==> src/rtl/pb_interrupt_controller.sv <==
// Multi-source interrupt controller for pacoblaze3: an internal tick timer plus
// external edge-triggered lines, merged onto one fixed-priority interrupt/ack pair.
module pb_interrupt_controller #(
  parameter int          NUM_SRC   = 4,
  parameter int          TICK_DIV  = 250000,
  parameter logic [7:0]  BASE_PORT = 8'h08
) (
  input  logic               clk,
  input  logic               reset,
  input  logic [NUM_SRC-2:0] irq_src,
  input  logic [7:0]         port_id,
  input  logic [7:0]         out_port,
  input  logic               write_strobe,
  input  logic               read_strobe,
  output logic [7:0]         rd_data,
  output logic               interrupt,
  input  logic               interrupt_ack,
  output logic               tick,
  output logic [1:0]         fsm_state
);

  localparam int         CW       = (TICK_DIV > 1) ? $clog2(TICK_DIV) : 1;
  localparam logic [CW-1:0] CNT_MAX = CW'(TICK_DIV - 1);
  localparam logic [7:0] A_MASK   = BASE_PORT;
  localparam logic [7:0] A_PEND   = BASE_PORT + 8'd1;
  localparam logic [7:0] A_ACTIVE = BASE_PORT + 8'd2;
  localparam logic [7:0] A_EOI    = BASE_PORT + 8'd3;

  typedef enum logic [1:0] {
    ST_IDLE    = 2'd0,
    ST_ASSERT  = 2'd1,
    ST_SERVICE = 2'd2
  } state_t;

  state_t             state;
  logic [CW-1:0]      cnt;
  logic [NUM_SRC-2:0] irq_q;
  logic [NUM_SRC-2:0] irq_h;
  logic [NUM_SRC-1:0] pending;
  logic [NUM_SRC-1:0] mask;
  logic [7:0]         active_id;

  logic               tick_now;
  logic               wr_mask, wr_pend, wr_eoi, ack_take;
  logic [NUM_SRC-1:0] masked, set_vec, clr_vec, win_onehot;
  logic [2:0]         win_idx;
  logic               win_found;
  logic               req;
  logic [7:0]         rd_next;
  logic               unused_inputs;

  // read_strobe is informational only: reads have no side effects.
  assign unused_inputs = ^{read_strobe, out_port};

  assign fsm_state = state;
  assign tick_now  = (cnt == CNT_MAX);
  assign wr_mask   = write_strobe && (port_id == A_MASK);
  assign wr_pend   = write_strobe && (port_id == A_PEND);
  assign wr_eoi    = write_strobe && (port_id == A_EOI);
  assign masked    = pending & mask;
  assign req       = |masked;
  assign ack_take  = (state == ST_ASSERT) && interrupt_ack;

  // Lowest index wins; scanning downward leaves the lowest set bit last.
  always_comb begin
    win_found  = 1'b0;
    win_idx    = 3'd0;
    win_onehot = '0;
    for (int i = NUM_SRC - 1; i >= 0; i--) begin
      if (masked[i]) begin
        win_found     = 1'b1;
        win_idx       = 3'(i);
        win_onehot    = '0;
        win_onehot[i] = 1'b1;
      end
    end
  end

  always_comb begin
    set_vec = {irq_q & ~irq_h, tick_now};
    clr_vec = '0;
    if (wr_pend)  clr_vec = out_port[NUM_SRC-1:0];
    if (ack_take) clr_vec = clr_vec | win_onehot;
  end

  always_comb begin
    rd_next = 8'h00;
    case (port_id)
      A_MASK:   rd_next = 8'(mask);
      A_PEND:   rd_next = 8'(pending);
      A_ACTIVE: rd_next = active_id;
      default:  rd_next = 8'h00;
    endcase
  end

  // Sets are OR-ed in after clears so a same-cycle set always survives.
  always_ff @(posedge clk or posedge reset) begin
    if (reset) begin
      cnt     <= '0;
      tick    <= 1'b0;
      irq_q   <= '0;
      irq_h   <= '0;
      pending <= '0;
      mask    <= '0;
      rd_data <= 8'h00;
    end else begin
      cnt     <= tick_now ? '0 : cnt + CW'(1);
      tick    <= tick_now;
      irq_q   <= irq_src;
      irq_h   <= irq_q;
      pending <= (pending & ~clr_vec) | set_vec;
      if (wr_mask) mask <= out_port[NUM_SRC-1:0];
      rd_data <= rd_next;
    end
  end

  // interrupt rises in IDLE when any enabled source is pending and stays high
  // until the core pulses interrupt_ack; the ack is ignored in any other state.
  always_ff @(posedge clk or posedge reset) begin
    if (reset) begin
      state     <= ST_IDLE;
      interrupt <= 1'b0;
      active_id <= 8'hFF;
    end else begin
      case (state)
        ST_IDLE: begin
          if (req) begin
            interrupt <= 1'b1;
            state     <= ST_ASSERT;
          end
        end
        ST_ASSERT: begin
          if (interrupt_ack) begin
            interrupt <= 1'b0;
            active_id <= win_found ? {5'b00000, win_idx} : 8'hFF;
            state     <= ST_SERVICE;
          end
        end
        ST_SERVICE: begin
          interrupt <= 1'b0;
          if (wr_eoi) begin
            active_id <= 8'hFF;
            state     <= ST_IDLE;
          end
        end
        default: begin
          interrupt <= 1'b0;
          state     <= ST_IDLE;
        end
      endcase
    end
  end

endmodule

==> config.mk <==
export PLATFORM = sky130hd
export DESIGN_NAME = pb_interrupt_controller
export DESIGN_NICKNAME = d
export VERILOG_FILES = /design/src/rtl/pb_interrupt_controller.sv
export SDC_FILE = /design/constraint.sdc
export NUM_CORES = 1
export LEC_CHECK = 0
export ABC_AREA = 1
export CAP_MARGIN = 0
export CORE_MARGIN = 3
export CORE_UTILIZATION = 45
export DETAILED_ROUTE_END_ITERATION = 6
export PLACE_DENSITY = 0.71
export SYNTH_ARGS = -nofsm -noshare
export SYNTH_HDL_FRONTEND = slang
export SYNTH_SLANG_ARGS = --single-unit
==> constraint.sdc <==
create_clock -name clk -period 1.29 [get_ports clk]
set_input_delay 0.3225 -clock clk [delete_from_list [all_inputs] [get_ports clk]]
set_output_delay 0.3225 -clock clk [all_outputs]
set_load 0.01 [all_outputs]
Word-level counts from Yosys, hierarchy flattened
Index checks and enable logic that the tools add are counted.
{"block": "totals", "regBits": 52, "output_inout_bits": 12}
{"block": "op_classes", "add_sub_neg": 1, "n_eq_ne": 10, "n_bitwise": 7, "n_reduce_logical": 10, "n_mux": 27}
{"operator": "== test 8 x 4 -> 1 bit, second input constant", "n": 4}
{"operator": "two-way mux 4 bit", "n": 6}
{"operator": "two-way mux 8 bit", "n": 3}
{"operator": "case mux 8 bit (3 select lines)", "n": 1}
{"operator": "adder 18 x 1 -> 18 bit, second input constant", "n": 1}
{"operator": "== test 18 bit, second input constant", "n": 1}
{"operator": "two-way mux 18 bit", "n": 1}
{"operator": "case mux 8 bit (2 select lines)", "n": 1}
{"operator": "two-way mux 3 bit", "n": 3}
{"operator": "AND 4 bit", "n": 2}
{"operator": "two-way mux 2 bit", "n": 4}
{"operator": "bitwise OR 4 bit", "n": 2}
{"operator": "two-way mux 1 bit", "n": 6}
{"operator": "inequality test 2 bit, second input constant", "n": 3}
{"operator": "case mux 2 bit (3 select lines)", "n": 1}
{"operator": "AND reduction 3 bit", "n": 2}
{"operator": "logical AND 1 bit", "n": 4}
{"operator": "NOT 4 bit", "n": 1}
{"operator": "OR reduction 4 bit", "n": 1}
{"operator": "AND 3 bit", "n": 1}
{"operator": "NOT 3 bit", "n": 1}
{"operator": "== test 2 x 1 -> 1 bit, second input constant", "n": 1}
{"operator": "== test 2 bit, second input constant", "n": 1}
{"operator": "zero test 2 bit", "n": 1}
{"operator": "3 further kinds", "n": 3}

Longest topological paths before layout
{"block": "logic_depth", "ltp_word": 10, "depth_mapped": 9, "depth_no_buf": 9}

Worst setup path before layout
No wires, ideal clock.
{"block": "synth_timing", "path_type": "register to register", "startpoint": "register cnt[0]", "endpoint": "register cnt[12]", "setup_slack_ns": 0.050, "t_required_ns": 1.176, "path_stages_with_launch": 9, "synth_period_minus_slack_ns": 1.240, "arrival_time_ns": 1.126, "path_buffers": 0, "path_cell_list": "dfrtp_1 > ha_1 > nand3_1 > nor2_1 > inv_1 > nor2_1 > nand2_1 > nand2_1 > nor2_1"}
{"block": "synth_via", "elab_chain_len": 2, "elab_cells_between_ends": 3, "classes_between": "add/sub (1); eq/ne (1); mux (1)"}
{"element": "start: declaration", "line_no": "36", "text": "logic [CW-1:0] cnt;"}
{"element": "start signal: assignment", "line_no": "107", "text": "cnt <= tick_now ? '0 : cnt + CW'(1);"}
{"element": "adder 18 x 1 -> 18 bit or == test 18 bit (tied branches)", "line_no": "107, 56"}
{"element": "two-way mux 18 bit *", "line_no": "107"}
Every way passes the cells marked *; elsewhere a longest branch is shown, timed or not.
A chain may end at the register's enable or synchronous reset.

Final worst setup path
{"block": "layout_timing", "startpoint": "register cnt[1]", "endpoint": "register cnt[6]"}
The elaborated chain is that of the path after synthesis.

==> results.txt <==
The final weighted congestion of routability-driven global placement is 0.853, and the count of endpoints failing hold in the final timing report is 0. Kind of start point of the critical path: a flip-flop. In this run the tool buffered the top-level ports with 30 buffer cells.

The floorplan step set the die height to 77 um. The delay of the slowest cell on the worst path was 0.39 ns; the remaining antenna violation count after routing was 0. Clock latency on the worst-skew pair, taken at its later pin, is 0.30 ns. The via count of the first global-routing pass was 1959; the core region area was 0.00479 mm2.

Dividing the detail-routed wire length by the instance count gives 12.5 um. The design area came out at 0.00312 mm2. In this run the deepest clock path goes through 2 buffers. The logs give 1.57 nW for the leakage power and 0.00279 mm2 for the cell area after placement.

Kind of critical path: reg -> reg. The commonest cells after synthesis are sky130_fd_sc_hd__nand2_1, sky130_fd_sc_hd__nor2_1, sky130_fd_sc_hd__dfrtp_1, sky130_fd_sc_hd__inv_1, sky130_fd_sc_hd__nand3_1. The endpoint identified for the worst register-to-register timing path is cnt[6].

The cell area after synthesis was 0.00227 mm2; the share of synthesized registers carrying an async set or reset was 100%. The tools report the last element of the critical path as cnt[6]. Tracing the worst setup path back leads to its startpoint at cnt[1]. The run gives 379 as the layout net count. The cell class contributing the biggest share of worst-path delay was flip-flops. The dominant synthesized flop cell was sky130_fd_sc_hd__dfrtp_1. Entering global routing, the biggest net connects 29 pins. The flow ran to the end, but the final reports show violations.

The gate count of the mapped netlist is 294, and the footprint of the multi-input gates is 0.00111 mm2. Dividing the detail-routed via count by the number of cells gives 4.98. The number of register bits inferred by synthesis is 44, and the clock-pin slew on the worst setup and hold paths is 0.08 ns. The peak ir drop on the vdd network came out at 0.876 mV.

The tools report the post-synth net total as 319. For the worst setup path, the data required time is 1.48 ns. Once detailed placement completed, the half-perimeter wirelength came to 3600 um.

After layout, the worst path uses 105% of the clock period. For this run, the top clock speed supported by timing is 0.738 GHz. For the final routed database, the setup TNS stands at -0.0776 ns.

After synthesis, the cell types taking the most area are sky130_fd_sc_hd__dfrtp_1, sky130_fd_sc_hd__nand2_1, sky130_fd_sc_hd__nor2_1. The finished layout holds 422 standard cells, fillers aside. The via total after detailed routing is 2100. Counting both buffers and inverters, the worst setup path holds a total of 2. For this run, design rule violations remaining after detail routing come to 0. Traced cell by cell, the critical path runs through ha_4, nand2_2, nor2_2, nand2_2, buf_4, buf_4, xnor2_1. The worst setup slack for register-to-register paths is -0.07 ns. At the pin with the least slew margin, the transition time is 0.229 ns. In this run the clock root is driven by a sky130_fd_sc_hd__clkbuf_8.

For the final max-slew violation count, the log shows 0. 36 I/O pins were placed. For the wire length of the first global-routing pass, the log shows 8410 um.

The worst-case hold slack came out at 0.380 ns. The footprint of the flip-flops and latches is 0.00111 mm2. The most repeated cell in the gate-level netlist after synthesis was sky130_fd_sc_hd__nand2_1.

The global-route total usage across every layer is 17.9%, and the initial antenna violation count is 0. STA classifies the critical path endpoint as a flip-flop. The first detailed-routing pass took 6 iterations. Counting tap cells, the placed design contains a total of 406 instances. The run gives 2 as the maximum level of the CTS H-tree.

In this run the power density over the cells is 1080 mW/mm2. The number of cells on the critical path works out to 7. The run gives 406 as the number of fill cells in the layout. The detailed router's first-iteration violation count came out at 162. The largest total area in the synthesized netlist belongs to sky130_fd_sc_hd__dfrtp_1. Measured against its own limit, the worst slew margin works out to 84.7%. After synthesis, the largest area contributor takes up 45.2% of total cell area. For the total congestion overflow after global routing, the log shows 0. For the finished layout, the period the worst path requires is 1.36 ns. CTS saw 44 sinks. The average size of a mapped cell was 7.72 um2. The worst hold path belongs to the class reg -> reg. In the final layout, the share of cells above drive strength 1 is 27.3%. The least setup slack across all paths after layout is -0.0653 ns, and the number of different library cells in the post-synthesis netlist is 24. The startpoint identified for the worst register-to-register timing path is cnt[1]. TritonCTS built the clock tree. For the final database, setup skew stands at 0.00392 ns. For this design, the slowest cell found on the critical path is sky130_fd_sc_hd__dfrtp_1. Setup repair after global routing could not meet its margin everywhere. Counting cells, the worst reg-to-reg path comes to 7.

0 antenna diodes ended up in the layout. Total number of yosys warnings: 0. The initial core utilization was 47.4%. The critical path arrival was 1.54 ns.

Setup violations remaining at the end of the flow were counted as 2. The die covers 0.00593 mm2. For this block, the routed nets add up to 5270 um of wire. Across the run, the number of max-cap violations was 0.

The floorplan step set the die width to 77 um. Row generation in the floorplan step produced 25 rows. Summing the sequential cell areas from Yosys gives 48.7% of the chip area.

The largest fanout of any net on the critical path is 3. Number of synthesized flops with an enable pin: 0. The number of clock buffers inserted by TritonCTS is 5.

The final reports fail on setup timing. The area growth from synthesis to layout is 37.5%.
## metrics by stage
stage          power, W  util (%)  worst slack [ns]
6_report        0.00336      65.2           -0.0653
5_1_grt         0.00355      65.2            -0.123
4_1_cts         0.00334      62.2          -0.00292
3_5_place_dp    0.00224      58.4            -0.390
3_3_place_gp    0.00222      58.4            -0.316
2_1_floorplan   0.00194         -            0.0501
## flip-flops by register name (all words and copies together) (netlist names)
name,count
rd_data,5
irq_q,3
tick,1
cnt,18
active_id,3
interrupt,1
fsm_state,2
irq_h,3
mask,4
pending,4
## cells by family (layout without fill, tap and decap cells)
group	after synthesis	after routing	synth area share, %
simple gates	180	180	35.0
flops	44	44	48.7
buf+inv	44	105	8.27
compound gates	16	16	3.97
xor+xnor	9	9	3.48
fa+ha+maj	1	1	0.551
## cell type report
type | instances | share of cell area, %
Clock inverter | 3 | 1.48
Tap cell | 67 | 2.69
Inverter | 38 | 4.70
Clock buffer | 5 | 2.21
Multi-Input combinational cell | 206 | 35.6
Sequential cell | 44 | 35.7
Timing Repair Buffer | 59 | 17.6
## metal layers
metal	share of wire, %	GRT usage, %	vias up
met4	4.2	9.79	0
met5	0	0	-
li1	-	-	1039
met2	48	29.4	75
met1	42	21.0	968
met3	6.0	5.40	18
## layout by cell type (no fill, tap or decap), types with 2 or more instances in the layout
cell                              instances
sky130_fd_sc_hd__buf_4                   24
sky130_fd_sc_hd__clkinvlp_4               2
sky130_fd_sc_hd__inv_1                   29
sky130_fd_sc_hd__dfstp_2                  3
sky130_fd_sc_hd__nor2_2                  10
sky130_fd_sc_hd__nand2_2                  8
sky130_fd_sc_hd__nand3_4                  3
sky130_fd_sc_hd__nand2_1                 80
sky130_fd_sc_hd__o21ai_1                  3
sky130_fd_sc_hd__dfrtp_2                  6
sky130_fd_sc_hd__nand3_2                  2
sky130_fd_sc_hd__and2_0                   2
sky130_fd_sc_hd__a21oi_1                  2
sky130_fd_sc_hd__a21oi_2                  3
sky130_fd_sc_hd__clkbuf_2                 5
sky130_fd_sc_hd__dlymetal6s2s_1           8
sky130_fd_sc_hd__clkdlybuf4s50_1         10
sky130_fd_sc_hd__dfrtp_1                 35
sky130_fd_sc_hd__nand4_1                  6
sky130_fd_sc_hd__buf_6                    3
sky130_fd_sc_hd__inv_2                    8
sky130_fd_sc_hd__xor2_1                   8
sky130_fd_sc_hd__buf_12                   2
sky130_fd_sc_hd__nor3_1                   2
sky130_fd_sc_hd__a21boi_0                 2
sky130_fd_sc_hd__nor2_1                  32
sky130_fd_sc_hd__clkbuf_8                 5
sky130_fd_sc_hd__clkdlybuf4s15_1          7
sky130_fd_sc_hd__o21ai_0                  4
sky130_fd_sc_hd__nand3_1                 25
sky130_fd_sc_hd__nor3_2                   2
sky130_fd_sc_hd__nor2_4                   6
## worst reg2reg max path, cell delays in order, from the launching register on
cell and delay, ns:
sky130_fd_sc_hd__dfrtp_1 0.39, sky130_fd_sc_hd__ha_4 0.18, sky130_fd_sc_hd__nand2_2 0.06, sky130_fd_sc_hd__nor2_2 0.11, sky130_fd_sc_hd__nand2_2 0.10, sky130_fd_sc_hd__buf_4 0.15, sky130_fd_sc_hd__buf_4 0.13, sky130_fd_sc_hd__xnor2_1 0.12
## repair_timing
action                                  CTS  global route
gates resized for setup                  33            55
endpoints found under the setup margin   30            39
gates cloned                              0             0
pin swaps                                 6            15
hold endpoints to repair                  0             0
hold buffers                              0             0
setup buffers                             3             5
## power breakdown
| group | total (W) | leakage, nW | switching [W] | internal (W) |
|---|---|---|---|---|
| combinational | 0.000661 | 0.968 | 0.000377 | 0.000285 |
| sequential | 0.00161 | 0.545 | 0.0000733 | 0.00154 |
| clock | 0.00109 | 0.0548 | 0.000502 | 0.000583 |
## how the worst min path moves through the flow
| stage | slack [ns] | depth (start not counted) | from | endpoint |
|---|---|---|---|---|
| floorplan | 0.33 | 1 | reset | cnt[0] |
| global placement | 0.36 | 0 | irq_q[2] | irq_h[2] |
| detailed placement | 0.36 | 0 | irq_q[2] | irq_h[2] |
| CTS | 0.38 | 0 | irq_q[2] | irq_h[2] |
| global route | 0.39 | 0 | irq_q[2] | irq_h[2] |
| finish | 0.38 | 0 | irq_q[2] | irq_h[2] |
Power figures use the tool's default switching activity.
